$ cat src/rtl/relprime_pkg.sv
// Shared types and constants for the relatively-prime search engine.
// Latency: n/a (package only).
// Backpressure: n/a (package only).
// Contents: FSM state encoding and the default operand width.
package relprime_pkg;

  localparam int DEFAULT_WIDTH = 16;

  typedef enum logic [2:0] {
    IDLE  = 3'd0,
    LOAD  = 3'd1,
    STEP  = 3'd2,
    CHECK = 3'd3,
    DONE  = 3'd4
  } state_t;

endpackage

$ cat src/rtl/relprime_gcd.sv
// Subtractive-Euclid GCD datapath: one compare-and-subtract per clock edge.
// Latency: 1 edge to load (go), then one edge per subtraction plus one edge to capture gcd.
// Backpressure: none; the owner pulses go and waits for done before reading gcd.
// Ports:
//   clk, rst   : clock and asynchronous active-high reset
//   go         : load a <= n, b <= m on this edge (takes priority over stepping)
//   n, m       : operands, only sampled when go is high
//   done       : a == b, i.e. the next edge captures the final gcd into g
//   gcd        : captured result register g
module relprime_gcd
  import relprime_pkg::*;
#(
  parameter int WIDTH = DEFAULT_WIDTH
) (
  input  logic             clk,
  input  logic             rst,
  input  logic             go,
  input  logic [WIDTH-1:0] n,
  input  logic [WIDTH-1:0] m,
  output logic             done,
  output logic [WIDTH-1:0] gcd
);

  logic [WIDTH-1:0] a;
  logic [WIDTH-1:0] b;
  logic [WIDTH-1:0] g;

  // Once a == b the registers stop moving, so the datapath can free-run
  // outside of STEP without disturbing anything; only the larger operand
  // is ever reduced, so no subtraction can underflow.
  always_ff @(posedge clk or posedge rst) begin
    if (rst) begin
      a <= '0;
      b <= '0;
      g <= '0;
    end else if (go) begin
      a <= n;
      b <= m;
    end else if (a == b) begin
      g <= a;
    end else if (a > b) begin
      a <= a - b;
    end else begin
      b <= b - a;
    end
  end

  assign done = (a == b);
  assign gcd  = g;

endmodule

$ cat src/rtl/relprime_engine.sv
// Finds the smallest m >= 2 coprime to n by trying m = 2, 3, ... with a subtractive GCD.
// Latency: 1 edge for n == 0, else 1 + sum over tried m of (2 + STEP edges), accept edge included.
// Backpressure: start is ignored while busy; result and done hold until the next accepted start.
// Ports:
//   CLK, RESET      : clock and asynchronous active-high reset
//   register_value  : operand n, sampled only on an accepted start
//   start           : level request, accepted in IDLE or DONE
//   out, busy, done : registered result / in-progress / result-valid
//   cycles          : edges spent on the last computation (only with RELPRIME_CYCLE_COUNT_EN)
module relprime_engine
  import relprime_pkg::*;
#(
  parameter int WIDTH = DEFAULT_WIDTH
) (
  input  logic             CLK,
  input  logic             RESET,
  input  logic [WIDTH-1:0] register_value,
  input  logic             start,
`ifdef RELPRIME_CYCLE_COUNT_EN
  output logic [WIDTH-1:0] cycles,
`endif
  output logic [WIDTH-1:0] out,
  output logic             busy,
  output logic             done
);

  state_t           state;
  logic [WIDTH-1:0] n_r;
  logic [WIDTH-1:0] m;
  logic             gcd_go;
  logic             gcd_done;
  logic [WIDTH-1:0] gcd_val;
  logic             accept;

  assign accept = ((state == IDLE) || (state == DONE)) && start;
  assign gcd_go = (state == LOAD);

  relprime_gcd #(
    .WIDTH(WIDTH)
  ) u_gcd (
    .clk (CLK),
    .rst (RESET),
    .go  (gcd_go),
    .n   (n_r),
    .m   (m),
    .done(gcd_done),
    .gcd (gcd_val)
  );

  always_ff @(posedge CLK or posedge RESET) begin
    if (RESET) begin
      state <= IDLE;
      n_r   <= '0;
      m     <= '0;
      out   <= '0;
      busy  <= 1'b0;
      done  <= 1'b0;
    end else begin
      case (state)
        IDLE, DONE: begin
          if (start) begin
            if (register_value != '0) begin
              n_r   <= register_value;
              m     <= WIDTH'(2);
              busy  <= 1'b1;
              done  <= 1'b0;
              state <= LOAD;
            end else begin
              // gcd(0, m) == m, so nothing >= 2 is coprime; report 0 at once.
              out   <= '0;
              done  <= 1'b1;
              busy  <= 1'b0;
              state <= DONE;
            end
          end
        end
        LOAD: begin
          state <= STEP;
        end
        STEP: begin
          // The datapath captures g on this same edge.
          if (gcd_done) begin
            state <= CHECK;
          end
        end
        CHECK: begin
          if (gcd_val == WIDTH'(1)) begin
            out   <= m;
            done  <= 1'b1;
            busy  <= 1'b0;
            state <= DONE;
          end else begin
            // Cannot wrap: m = n + 1 is always coprime and n fits in WIDTH bits
            // (n = all-ones is odd, so it stops at m = 2).
            m     <= m + WIDTH'(1);
            state <= LOAD;
          end
        end
        default: begin
          state <= IDLE;
        end
      endcase
    end
  end

`ifdef RELPRIME_CYCLE_COUNT_EN
  // The accepting edge is counted as the first busy edge, so for n != 0 the
  // final value equals the total latency. Freezes in DONE because busy drops.
  always_ff @(posedge CLK or posedge RESET) begin
    if (RESET) begin
      cycles <= '0;
    end else if (accept) begin
      cycles <= (register_value != '0) ? WIDTH'(1) : '0;
    end else if (busy && (cycles != '1)) begin
      cycles <= cycles + WIDTH'(1);
    end
  end
`endif

endmodule
$ cat config.mk
export PLATFORM = sky130hd
export DESIGN_NAME = relprime_engine
export DESIGN_NICKNAME = d
export VERILOG_FILES = /design/src/rtl/relprime_pkg.sv /design/src/rtl/relprime_gcd.sv /design/src/rtl/relprime_engine.sv
export SDC_FILE = /design/constraint.sdc
export NUM_CORES = 1
export LEC_CHECK = 0
export CORE_ASPECT_RATIO = 1.1
export CORE_MARGIN = 1
export CORE_UTILIZATION = 30
export DETAILED_ROUTE_END_ITERATION = 7
export SYNTH_ARGS = -nofsm -noshare
export SYNTH_HDL_FRONTEND = slang
export SYNTH_HIERARCHICAL = 1
export SYNTH_SLANG_ARGS = --single-unit
$ cat constraint.sdc
create_clock -name CLK -period 2.6 [get_ports CLK]
set_input_delay 0.26 -clock CLK [delete_from_list [all_inputs] [get_ports CLK]]
set_output_delay 0.26 -clock CLK [all_outputs]
set_load 0.01 [all_outputs]
==> impl_results.md <==
* Status: complete, no violations
* Worst clock skew at about 0.015 ns
* Most frequently used flop master after synthesis: dfrtp_1
* Die height at 156 um
* Nets at ~800
* Crit end category: register
* Gr usage total at 16.4%
* Final setup fails at 0
* Global route total overflow at 0
* Critical Path Fanout Max at 7
* Max-cap violations at 0
* DR iter-0 viols at 273
* GP Congestion at 0.896
* Antenna Nets Post-Route at 0
* Met3 Track Usage GR at 2.63%
* Largest net degree at the start of global routing at 33
* CP Launch Type: register
* Core area at 0.0213 mm^2
* Final min period at approximately 2.5 ns
* Vias in the first global route at roughly 5100
* Power per cell area at roughly 1500 mW/mm^2
* Rel. slew slack at 53.5%
* Met1 Use GR at 22.0%
* Max Fclk at 398 MHz
* H-tree depth at 3
* Ports at 37
* Hold Buf Count CTS at 0
* Grt met2 use at between 20% and 30%
* Pleak at 0.00344 uW
* Kind of critical path: reg -> reg
* Yosys warning count at 6
* Total number of vias at 5296
* CTS sink count at 101
* DR pass1 iterations at 5
* DP HPWL at 13800 um
* Cell count after placement at about 1000
* Syn avg cell area at 9.60 um^2
* Site Rows at between 50 and 60
* Worst-Margin Slew at 0.698 ns
* Count of cell types in the netlist at 76
* Sequential area share after synthesis at 38.9%
* Fin util at a little under two fifths
* Vias per inst at 5.07
* Async S/R FF share, synth at 100%
* Number of synthesized flops with an enable pin at 0
* Most used routing layer: met2
* Synth top cells by count: dfrtp_1 (101), nand2_1 (65), inv_1 (60)
* Chip Width at about 140 um
* Setup_tns at 0 ns
* Endpoints failing hold at 0
* Yosys top cell area share at between 30% and 40%
* Clk root buf: clkbuf_16
* Final Cycle Share at 96.5%
* Most frequently used cell type in the post-synthesis netlist: dfrtp_1
* CTS tree: done
* Tot Pwr at between 10000 and 15000 uW
* Synthesized net count at 730
* Syn Inst Count at 677
* Worst VDD drop at 0.548 mV
* CP Data Required Time at approximately 2.8 ns
* # diodes at 0
* Wire per inst at ~17 um
* Global-route wire length before repair at about 28000 um
* # DRC at 0
* Routed wire length at 17600 um
* Fillers at 2189
* Clock Tree Buf Depth at 2
* Slew Limit Fails at 0
* Die ar. at 0.0223 mm^2
* TritonCTS buffer count at 9
* Clk slew on worst S/H paths at ~0.080 ns
* Antenna violations before repair at 0
* Share of cells above drive strength 1 at approximately a fifth
* Hold crit path type: in -> async
* Post-synth design cell area at between 0.006 and 0.007 mm^2
* Synth area leaders: dfrtp_1 (39%), ha_1 (6.2%), mux2_2 (5.5%)
* Worst-Skew Late Latency at 0.36 ns
* Starting density of the core at 30.5%
* Seq cells post-synth at 101
* Area delta synth->final at 21.7%
* Worst hold slack at approximately 0.14 ns
* PortBufs at 36
* Post-route insts no fill at 1045
* Area leader, netlist: dfrtp_1
* WP data arrival at 2.75 ns
[metal layers]
metal | routed length [um] | vias to the layer above
met5 | 0 | -
met4 | 359 | 0
met3 | 741 | 24
met2 | 8320 | 136
met1 | 8160 | 2541
li1 | - | 2595
[registers in the layout (all words and copies together) (netlist names), 3 cells and up]
signal,count
state,3
u_gcd/gcd,16
u_gcd/b,16
u_gcd/a,16
out,16
m,16
n_r,16
[kinds of logic (layout without fill, tap and decap cells)]
logic type | after synthesis | after routing | synth area share [%]
multiplexers | 65 | 65 | 11.0
AND/OR/NAND/NOR | 194 | 194 | 17.7
adder cells (fa/ha/maj) | 34 | 34 | 6.78
XOR/XNOR | 17 | 17 | 2.29
buffers and inverters | 97 | 175 | 6.47
flip-flops | 101 | 101 | 38.9
AO/OA/AOI/OAI | 169 | 169 | 16.9
[area by class of cell]
class                           count  area (um^2)  share of cell area, %
Clock inverter                      7         70.1                  0.886
Timing Repair Buffer               99          883                   11.2
Inverter                           60          225                   2.85
Sequential cell                   101         2530                   32.0
Multi-Input combinational cell    479         3610                   45.7
Clock buffer                        9          225                   2.85
Tap cell                          290          363                   4.59
[path summary, 6_finish.rpt]
kind                                to  slack [ns]  cells past startpoint       start
min in group CLK            u_gcd/a[2]        0.49                      2      n_r[2]
min                        u_gcd/a[13]        0.14                      2       RESET
max                        u_gcd/b[13]        0.09                      8  u_gcd/b[2]
max reg2reg                u_gcd/b[13]        0.09                      8  u_gcd/b[2]
max in group asynchronous       n_r[2]        1.69                      3       RESET
min reg2reg                 u_gcd/a[2]        0.49                      2      n_r[2]
[critical path: stages (launching register included)]
cell and delay, ns:
dfrtp_1 0.44, ha_2 0.43, nand4_1 0.23, nor4_4 0.35, nor3_2 0.09, o31a_4 0.12, or2_1 0.24, buf_4 0.17
mux2_1 0.31
[power by group]
| part | total, uW | internal, uW | leakage [uW] | switching [uW] |
|---|---|---|---|---|
| clock | 1350 | 677 | 0.000147 | 674 |
| combinational | 8000 | 3610 | 0.00207 | 4390 |
| sequential | 2630 | 2150 | 0.00123 | 488 |
[metrics by stage]
stage | setup slack (ns) | instance area (um^2)
global route | -0.00366 | 7910
finish | 0.0898 | 7910
CTS | 0.0142 | 7870
floorplan | 0.0240 | 6500
global placement | 0.0211 | 7550
detailed placement | -0.0158 | 7550
[layout by cell type, fill, tap and decap left out, types with 6 or more instances in the layout]
master,netlist,routed
clkdlybuf4s50_1,0,36
a31oi_1,16,16
nand2_1,65,65
or3_1,6,6
o211ai_1,10,10
nand3_1,17,17
o21ai_0,38,36
nor3_1,19,19
a21o_1,10,10
mux2_1,6,6
ha_1,32,29
buf_4,2,59
dfrtp_1,101,101
inv_1,60,58
mux2_2,32,32
nand4_1,11,11
a21oi_1,47,46
xnor2_1,12,12
nor2_1,27,27
nor4_4,8,8
mux2i_1,24,24
clkbuf_16,0,9
[repair_timing]
action | 4_1_cts | 5_1_grt
endpoints found under the setup margin | 6 | 24
gates resized for setup | 4 | 10
pin swaps | 1 | 2
setup buffers | 0 | 1
(Power assumes the default switching activity.)
